File: config.mk
export PLATFORM = sky130hd
export DESIGN_NAME = mem_access_ctrl
export DESIGN_NICKNAME = d
export VERILOG_FILES = /design/src/rtl/mem_access_ctrl.sv
export SDC_FILE = /design/constraint.sdc
export NUM_CORES = 1
export LEC_CHECK = 0
export ABC_AREA = 1
export CAP_MARGIN = 10
export CORE_MARGIN = 1.5
export CORE_UTILIZATION = 50
export DETAILED_ROUTE_END_ITERATION = 8
export GPL_ROUTABILITY_DRIVEN = 0
export PLACE_DENSITY_LB_ADDON = 0.05
export SETUP_SLACK_MARGIN = 0.5
export SLEW_MARGIN = 20
export SYNTH_ARGS = -nofsm -noshare
export SYNTH_HDL_FRONTEND = slang
export SYNTH_SLANG_ARGS = --single-unit
File: constraint.sdc
create_clock -name clk -period 2.11 [get_ports clk]
set_clock_uncertainty 0.15 [all_clocks]
set_input_delay 0.422 -clock clk [delete_from_list [all_inputs] [get_ports clk]]
set_output_delay 0.422 -clock clk [all_outputs]
set_load 0.05 [all_outputs]
File: src/rtl/mem_access_ctrl.sv
// ---------------------------------------------------------------------------
// mem_access_ctrl
//
// Load/store master placed directly in front of the byte-addressed,
// big-endian RAM (mv/moc handshake, typeData sizing). It takes one request
// at a time from the CPU datapath, runs one RAM handshake, sign- or
// zero-extends load data and returns a one-cycle done pulse. An illegal size
// or a handshake timeout aborts the access with fault = 1.
//
// Optional feature macro: MEM_ALIGN_CHECK_EN
//   defined   - misaligned halfword/word requests abort with fault, no RAM cycle
//   undefined - addresses pass through unchecked
//
// Parameters:
//   TIMEOUT  maximum WAIT residency before a fault (2..255)
//   ADDR_W   address bus width
//
// Ports:
//   clk, rst_n         clock, asynchronous active-low reset
//   req                request strobe, sampled only in IDLE
//   rd, size, sext     1 = load / size 00 byte 01 half 10 word 11 illegal /
//                      sign-extend enable for loads
//   addr, wdata        byte address, right-justified store data
//   busy, done, fault  handshake towards the CPU (fault valid with done)
//   rdata              extended load data, held until the next accepted req
//   mem_addr, mem_din, mem_dout, mem_rw, mem_mv, mem_moc, mem_type
//                      RAM interface (address, DataIn, DataOut, rw, mv, moc,
//                      typeData)
// ---------------------------------------------------------------------------
module mem_access_ctrl #(
  parameter int unsigned TIMEOUT = 16,
  parameter int unsigned ADDR_W  = 32
) (
  input  logic              clk,
  input  logic              rst_n,
  input  logic              req,
  input  logic              rd,
  input  logic [1:0]        size,
  input  logic              sext,
  input  logic [ADDR_W-1:0] addr,
  input  logic [31:0]       wdata,
  output logic              busy,
  output logic              done,
  output logic              fault,
  output logic [31:0]       rdata,
  output logic [ADDR_W-1:0] mem_addr,
  output logic [31:0]       mem_din,
  input  logic [31:0]       mem_dout,
  output logic              mem_rw,
  output logic              mem_mv,
  input  logic              mem_moc,
  output logic [1:0]        mem_type
);

  typedef enum logic [1:0] {
    ST_IDLE   = 2'd0,
    ST_ISSUE  = 2'd1,
    ST_WAIT   = 2'd2,
    ST_FINISH = 2'd3
  } state_t;

  // The last WAIT cycle is the one whose increment would bring the counter
  // to TIMEOUT-1, so a stuck RAM spends TIMEOUT-1 cycles in WAIT.
  localparam logic [7:0] LAST_CNT = 8'(TIMEOUT - 2);

  state_t              state_r;
  logic                rd_r;
  logic [1:0]          size_r;
  logic                sext_r;
  logic [ADDR_W-1:0]   addr_r;
  logic [31:0]         wdata_r;
  logic [31:0]         dout_r;
  logic [7:0]          cnt_r;
  logic                pend_fault_r;
  logic                misalign_s;
  logic                reject_s;

  // Right-justify store data for the RAM DataIn port.
  function automatic logic [31:0] fmt_store(input logic [31:0] d, input logic [1:0] sz);
    logic [31:0] r;
    case (sz)
      2'b00:   r = {24'd0, d[7:0]};
      2'b01:   r = {16'd0, d[15:0]};
      default: r = d;
    endcase
    return r;
  endfunction

  // Sign- or zero-extend right-justified load data.
  function automatic logic [31:0] extend_load(input logic [31:0] d, input logic [1:0] sz,
                                              input logic s);
    logic [31:0] r;
    case (sz)
      2'b00:   r = {{24{s & d[7]}}, d[7:0]};
      2'b01:   r = {{16{s & d[15]}}, d[15:0]};
      default: r = d;
    endcase
    return r;
  endfunction

  // Alignment screen on the incoming request (only active with the feature).
  always_comb begin
    misalign_s = 1'b0;
`ifdef MEM_ALIGN_CHECK_EN
    case (size)
      2'b01:   misalign_s = addr[0];
      2'b10:   misalign_s = (addr[1:0] != 2'b00);
      default: misalign_s = 1'b0;
    endcase
`else
    misalign_s = 1'b0;
`endif
  end

  // Requests that finish without any RAM cycle.
  always_comb begin
    if (size == 2'b11) begin
      reject_s = 1'b1;
    end else begin
      reject_s = misalign_s;
    end
  end

  // Request sequencer: IDLE -> ISSUE -> WAIT -> FINISH, all outputs registered.
  always_ff @(posedge clk or negedge rst_n) begin
    if (!rst_n) begin
      state_r      <= ST_IDLE;
      rd_r         <= 1'b0;
      size_r       <= 2'b00;
      sext_r       <= 1'b0;
      addr_r       <= '0;
      wdata_r      <= 32'd0;
      dout_r       <= 32'd0;
      cnt_r        <= 8'd0;
      pend_fault_r <= 1'b0;
      busy         <= 1'b0;
      done         <= 1'b0;
      fault        <= 1'b0;
      rdata        <= 32'd0;
      mem_addr     <= '0;
      mem_din      <= 32'd0;
      mem_rw       <= 1'b0;
      mem_mv       <= 1'b0;
      mem_type     <= 2'b00;
    end else begin
      done <= 1'b0;
      case (state_r)
        ST_IDLE: begin
          // A req coinciding with the done pulse belongs to the old access
          // window and is dropped.
          if (req && !done) begin
            rd_r    <= rd;
            size_r  <= size;
            sext_r  <= sext;
            addr_r  <= addr;
            wdata_r <= wdata;
            busy    <= 1'b1;
            if (reject_s) begin
              pend_fault_r <= 1'b1;
              state_r      <= ST_FINISH;
            end else begin
              pend_fault_r <= 1'b0;
              state_r      <= ST_ISSUE;
            end
          end
        end
        ST_ISSUE: begin
          // Address, type and direction launch together with mv.
          mem_addr <= addr_r;
          mem_type <= size_r;
          mem_rw   <= rd_r;
          mem_din  <= fmt_store(wdata_r, size_r);
          mem_mv   <= 1'b1;
          cnt_r    <= 8'd0;
          state_r  <= ST_WAIT;
        end
        ST_WAIT: begin
          // moc is checked before the timeout so a late answer still wins.
          if (mem_moc) begin
            dout_r       <= mem_dout;
            mem_mv       <= 1'b0;
            pend_fault_r <= 1'b0;
            state_r      <= ST_FINISH;
          end else if (cnt_r == LAST_CNT) begin
            mem_mv       <= 1'b0;
            pend_fault_r <= 1'b1;
            state_r      <= ST_FINISH;
          end else begin
            cnt_r <= cnt_r + 8'd1;
          end
        end
        ST_FINISH: begin
          done  <= 1'b1;
          busy  <= 1'b0;
          fault <= pend_fault_r;
          if (!pend_fault_r && rd_r) begin
            rdata <= extend_load(dout_r, size_r, sext_r);
          end
          state_r <= ST_IDLE;
        end
        default: begin
          mem_mv  <= 1'b0;
          busy    <= 1'b0;
          state_r <= ST_IDLE;
        end
      endcase
    end
  end

endmodule

# Word level (Yosys, flattened, before mapping)
# Index checks and enable logic that the tools add are counted.
dict set report totals {
  regBits 214
  in_bits 104
  output_inout_bits 103
}
dict set report classes {
  addsub 1
  n_eq_ne 10
  mux 22
  bitwise_logic 2
  reduce_logical 17
}
# cell count
set op_table {}
lappend op_table {{32-bit one-hot mux with 2 select lines} 2}
lappend op_table {{8-bit two-way mux} 2}
lappend op_table {{8-bit one-hot mux with 2 select lines} 1}
lappend op_table {{2-bit AND reduction} 6}
lappend op_table {{1-bit two-way mux} 9}
lappend op_table {{8-bit by 1-bit adder with 8-bit output, second input constant} 1}
lappend op_table {{8-bit by 4-bit equality test with 1-bit output, second input constant} 1}
lappend op_table {{2-bit two-way mux} 4}
lappend op_table {{2-bit one-hot mux with 4 select lines} 1}
lappend op_table {{2-bit equality test, second input constant} 3}
lappend op_table {{2-bit != test, second input constant} 3}
lappend op_table {{1-bit one-hot mux with 2 select lines} 3}
lappend op_table {{3-bit AND reduction} 2}
lappend op_table {{2-bit nonzero test} 3}
lappend op_table {{2-bit by 1-bit equality test with 1-bit output, second input constant} 2}
lappend op_table {{2-bit zero test} 2}
lappend op_table {{3-bit != test, second input constant} 1}
lappend op_table {{1-bit bitwise AND} 2}
lappend op_table {{1-bit logical AND} 2}
lappend op_table {{1-bit zero test} 2}

# Longest topological paths before layout
dict set report depth {
  ltp_word 5
  ltp_mapped 9
  depth_no_buf 8
}

# Worst setup path before layout
# Ideal clock, no wire load.
dict set report synth_path {
  path_type {register to register}
  start {register done}
  end {register addr_r[0]}
  setup_time_ps 125
  arrival_time_ps 1410
  setup_slack_ps 426
  path_stages_with_launch 5
  path_buffers 1
  period_less_slack_ps 1684
  path_cell_list {dfrtp_1 inv_1 nand3_4 buf_4 mux2_2}
}
dict set report synth_between {
  elab_chain_cells 3
}
# item line
set synth_lines {}
lappend synth_lines {{start, declared} 43} ;# output logic done,
lappend synth_lines {{start signal, assigned} 137} ;# done <= 1'b0;
lappend synth_lines {{start signal, assigned} 146} ;# done <= 1'b0;
lappend synth_lines {{start signal, assigned} 193} ;# done <= 1'b1;
lappend synth_lines {{1-bit zero test} 151} ;# if (req && !done) begin
lappend synth_lines {{1-bit logical AND} 151}
lappend synth_lines {{2-bit AND reduction (no line)} --}
lappend synth_lines {{end signal, assigned} 155} ;# addr_r <= addr;
lappend synth_lines {{end, declared} 70} ;# logic [ADDR_W-1:0] addr_r;
# Every way passes these cells.
# A chain may end at the register's enable or synchronous reset.

# Worst setup path after layout
dict set report layout_path {
  start {register state_r[1]}
  end {register addr_r[11]}
}
dict set report layout_between {
  elab_chain_cells 2
}
# item line
set layout_lines {}
lappend layout_lines {{start, declared} 66} ;# state_t state_r;
lappend layout_lines {{start signal, assigned} 127} ;# state_r <= ST_IDLE;
lappend layout_lines {{start signal, assigned} 160} ;# state_r <= ST_FINISH;
lappend layout_lines {{start signal, assigned} 163} ;# state_r <= ST_ISSUE;
lappend layout_lines {{2-bit zero test} 147} ;# case (state_r)
lappend layout_lines {{2-bit AND reduction (no line)} --}
# Every way passes these cells.

==> metrics.yaml <==
floorplan.initialDensity_pct: 51.4
dr.pass1.iters: 5
finalSetupViolCount: 0
routed_wl_um: 22600
synth_cell_types: 31
slew_headroom_pct: 62.4
p_int_mw: 13.9
synth-simple-area-share_pct: 10.3
power.share.switching_pct: 40.7
synth_top_flop_cell: "dfrtp_1"
leakage_nw: 6.03
arrival_ns: 1.96
synth_area_per_cell_um2: 11.9
synth_top_family_by_area: "multiplexers"
wl_per_cell_um: 17.9
synth_top_area_cell: "dfrtp_1"
final_core_util_pct: 77.8
tritoncts: "done"
syn_to_final_growth_pct: 51.3
yosys_warnings: 0
drt-initial-drc-count: 320
synth_mux_area_share_pct: 14.3
antenna_found_initial: 1
fin_crit_sh_pct: 82.6
synth-xor-area-share_pct: 0.307
ant_nets: 0
gr-total-overflow: 0
p_seq_share_pct: 31.5
grt_setup_unrepaired: "true"
stdcell_area_um2: 12900
netSwitchingPower_mw: 9.55
setup_tns_ns: 0
layout.nets: 1132
drc: 0
die-area_um2: 17900
synth_compound_area_share_pct: 6.04
synth_area_um2: 8560
synth-edff-count: 0
seq_area_frac_synth_pct: 62.6
row_count: 47
netlist_top_cells_count: "214 x dfrtp_1, 144 x nand2_1, 104 x mux2_2"
numPortBuffers: 206
critPathMaxFanout: 10
cts-htree-levels: 1
startpoint_type: "flop"
cts_sinks: 214
n_fill_cell: 1034
pwr-share-clk_pct: 15.8
grt_pass1_vias: 6467
fp.coreArea_um2: 16600
synthCells: 722
vdd_drop_max_mv: 0.997
status: "completed"
synth_most_common_cell: "dfrtp_1"
finalCriticalPeriod_ns: 1.74
fmax_mhz: 573
cts_made_buffers: 23
drt-vias-per-instance: 5.11
drv_slew: 0
routed-via-count: 6433
clkSlewWorstSetupHoldPaths_ns: 0.06
pwr-share-comb_pct: 52.7
fin_hold_ws_ns: 0.305
clock_latency_ns: 0.50
syn_nets: 833
die_h_um: 134
hold_violations: 0
grt_use_total_pct: 22.8
drv_cap: 0
synth_top_area_share_pct: 62.6
worst_slew_pin_slew_ns: 0.564
hp-class: "in -> reg"
clock_path_buffers: 3
place_hpwl_um: 13100
worst_ep_required_time_ns: 2.33
power_density_nw_per_um2: 1810
crit_type: "reg -> reg"
grt_first_pass_wirelength_um: 32600
dieWidth_um: 134
ys_top_cells_by_area: "dfrtp_1 63%, mux2_2 14%, nand2_1 6.3%"
drive_above_1_share_pct: 37.4
async_flop_share_pct: 100
grt_max_degree: 61
place_area_um2: 10900
ioPinCount: 207
synth_seq_cells: 214
cts_root_buffer: "clkbuf_16"
synthAdderAreaFrac_pct: 1.02
critPathCaptureType: "flop"
==> metal layers <==
| metal | track usage (%) | routed length, µm | part of all wire [%] |
|---|---|---|---|
| met1 | 30.1 | 9500 | 42 |
| met2 | 38.8 | 11300 | 50 |
| met3 | 4.23 | 1310 | 5.8 |
| met4 | 6.22 | 499 | 2.2 |
| met5 | 0 | 0 | 0 |
==> final cells by class <==
cell class              instances  area [µm²]  share of cell area [%]
clock buffers                  35         661                    5.10
diodes                          2        5.00                  0.0387
multi-input cells             411        2900                    22.4
clock inverters                 6        33.8                   0.261
inverters                      64         259                    2.00
repair buffers                307        3460                    26.7
flip-flops and latches        214        5360                    41.4
well taps                     220         275                    2.13
==> power by group through the flow <==
stage / Combinational [mW] / Clock (mW) / Sequential (mW)
floorplan: 3.60 / 0 / 10.3
global placement: 9.62 / 0 / 7.11
detailed placement: 9.87 / 0 / 7.23
CTS: 10.8 / 3.77 / 7.29
global route: 13.0 / 3.96 / 7.62
finish: 12.4 / 3.71 / 7.39
==> metrics by stage <==
stage | total power [mW] | std cells | setup WS (ns)
global placement | 16.7 | 1132 | 0.185
detailed placement | 17.1 | 1132 | 0.172
floorplan | 13.9 | 722 | 0.508
CTS | 21.9 | 1208 | 0.366
finish | 23.5 | 1259 | 0.366
global route | 24.6 | 1258 | 0.325
==> worst max-delay path: stages (launching register included) <==
cell and delay (ns):
dfrtp_2 0.42, inv_4 0.07, ha_4 0.17, nand3_4 0.11, buf_12 0.16, clkbuf_16 0.18
mux2_2 0.35
==> final timing paths <==
| path | start | endpoint | slack (ns) | cells past startpoint |
|---|---|---|---|---|
| setup reg to reg | state_r[1] | addr_r[11] | 0.37 | 6 |
| setup / recovery | state_r[1] | addr_r[11] | 0.37 | 6 |
| min in group asynchronous | rst_n | rdata[22] | 0.31 | 2 |
| hold / removal | mem_dout[22] | dout_r[22] | 0.30 | 3 |
| max in group asynchronous | rst_n | wdata_r[18] | 0.76 | 3 |
| hold reg to reg | dout_r[29] | dout_r[29] | 0.32 | 2 |
==> sequential cells by signal, indices dropped and copies added, names as in the netlist, 8 cells and up <==
signal / cells
mem_addr: 32
mem_din: 32
addr_r: 32
dout_r: 32
rdata: 32
wdata_r: 32
cnt_r: 8
==> cells in the final DEF, fill, tap and decap left out, types with 13 or more instances in the layout <==
| cell | Yosys | final |
|---|---|---|
| dfrtp_1 | 214 | 211 |
| nand2_1 | 144 | 133 |
| buf_6 | 8 | 111 |
| mux2_2 | 104 | 104 |
| clkdlybuf4s50_1 | 0 | 102 |
| buf_4 | 4 | 61 |
| inv_1 | 62 | 59 |
| o21ai_0 | 57 | 41 |
| clkbuf_16 | 0 | 34 |
| nand3_1 | 28 | 26 |
| o21ai_1 | 1 | 17 |
| nor2_1 | 19 | 16 |
| o22a_1 | 15 | 15 |
| buf_12 | 0 | 13 |
==> repair_timing <==
action,in CTS,in global routing
pin swaps,2,13
endpoints found under the hold margin,53,0
buffers inserted,30,34
gates resized for setup,546,100
gates cloned,4,15
endpoints found under the setup margin,290,306
hold buffers,1,0
==> cell families after synthesis <==
family / after synthesis
buffers and inverters: 98
AO/OA/AOI/OAI: 87
multiplexers: 109
adder cells (fa/ha/maj): 7
XOR/XNOR: 3
AND/OR/NAND/NOR: 204
flip-flops: 214
No activity file was read; power rests on OpenSTA's default activity.
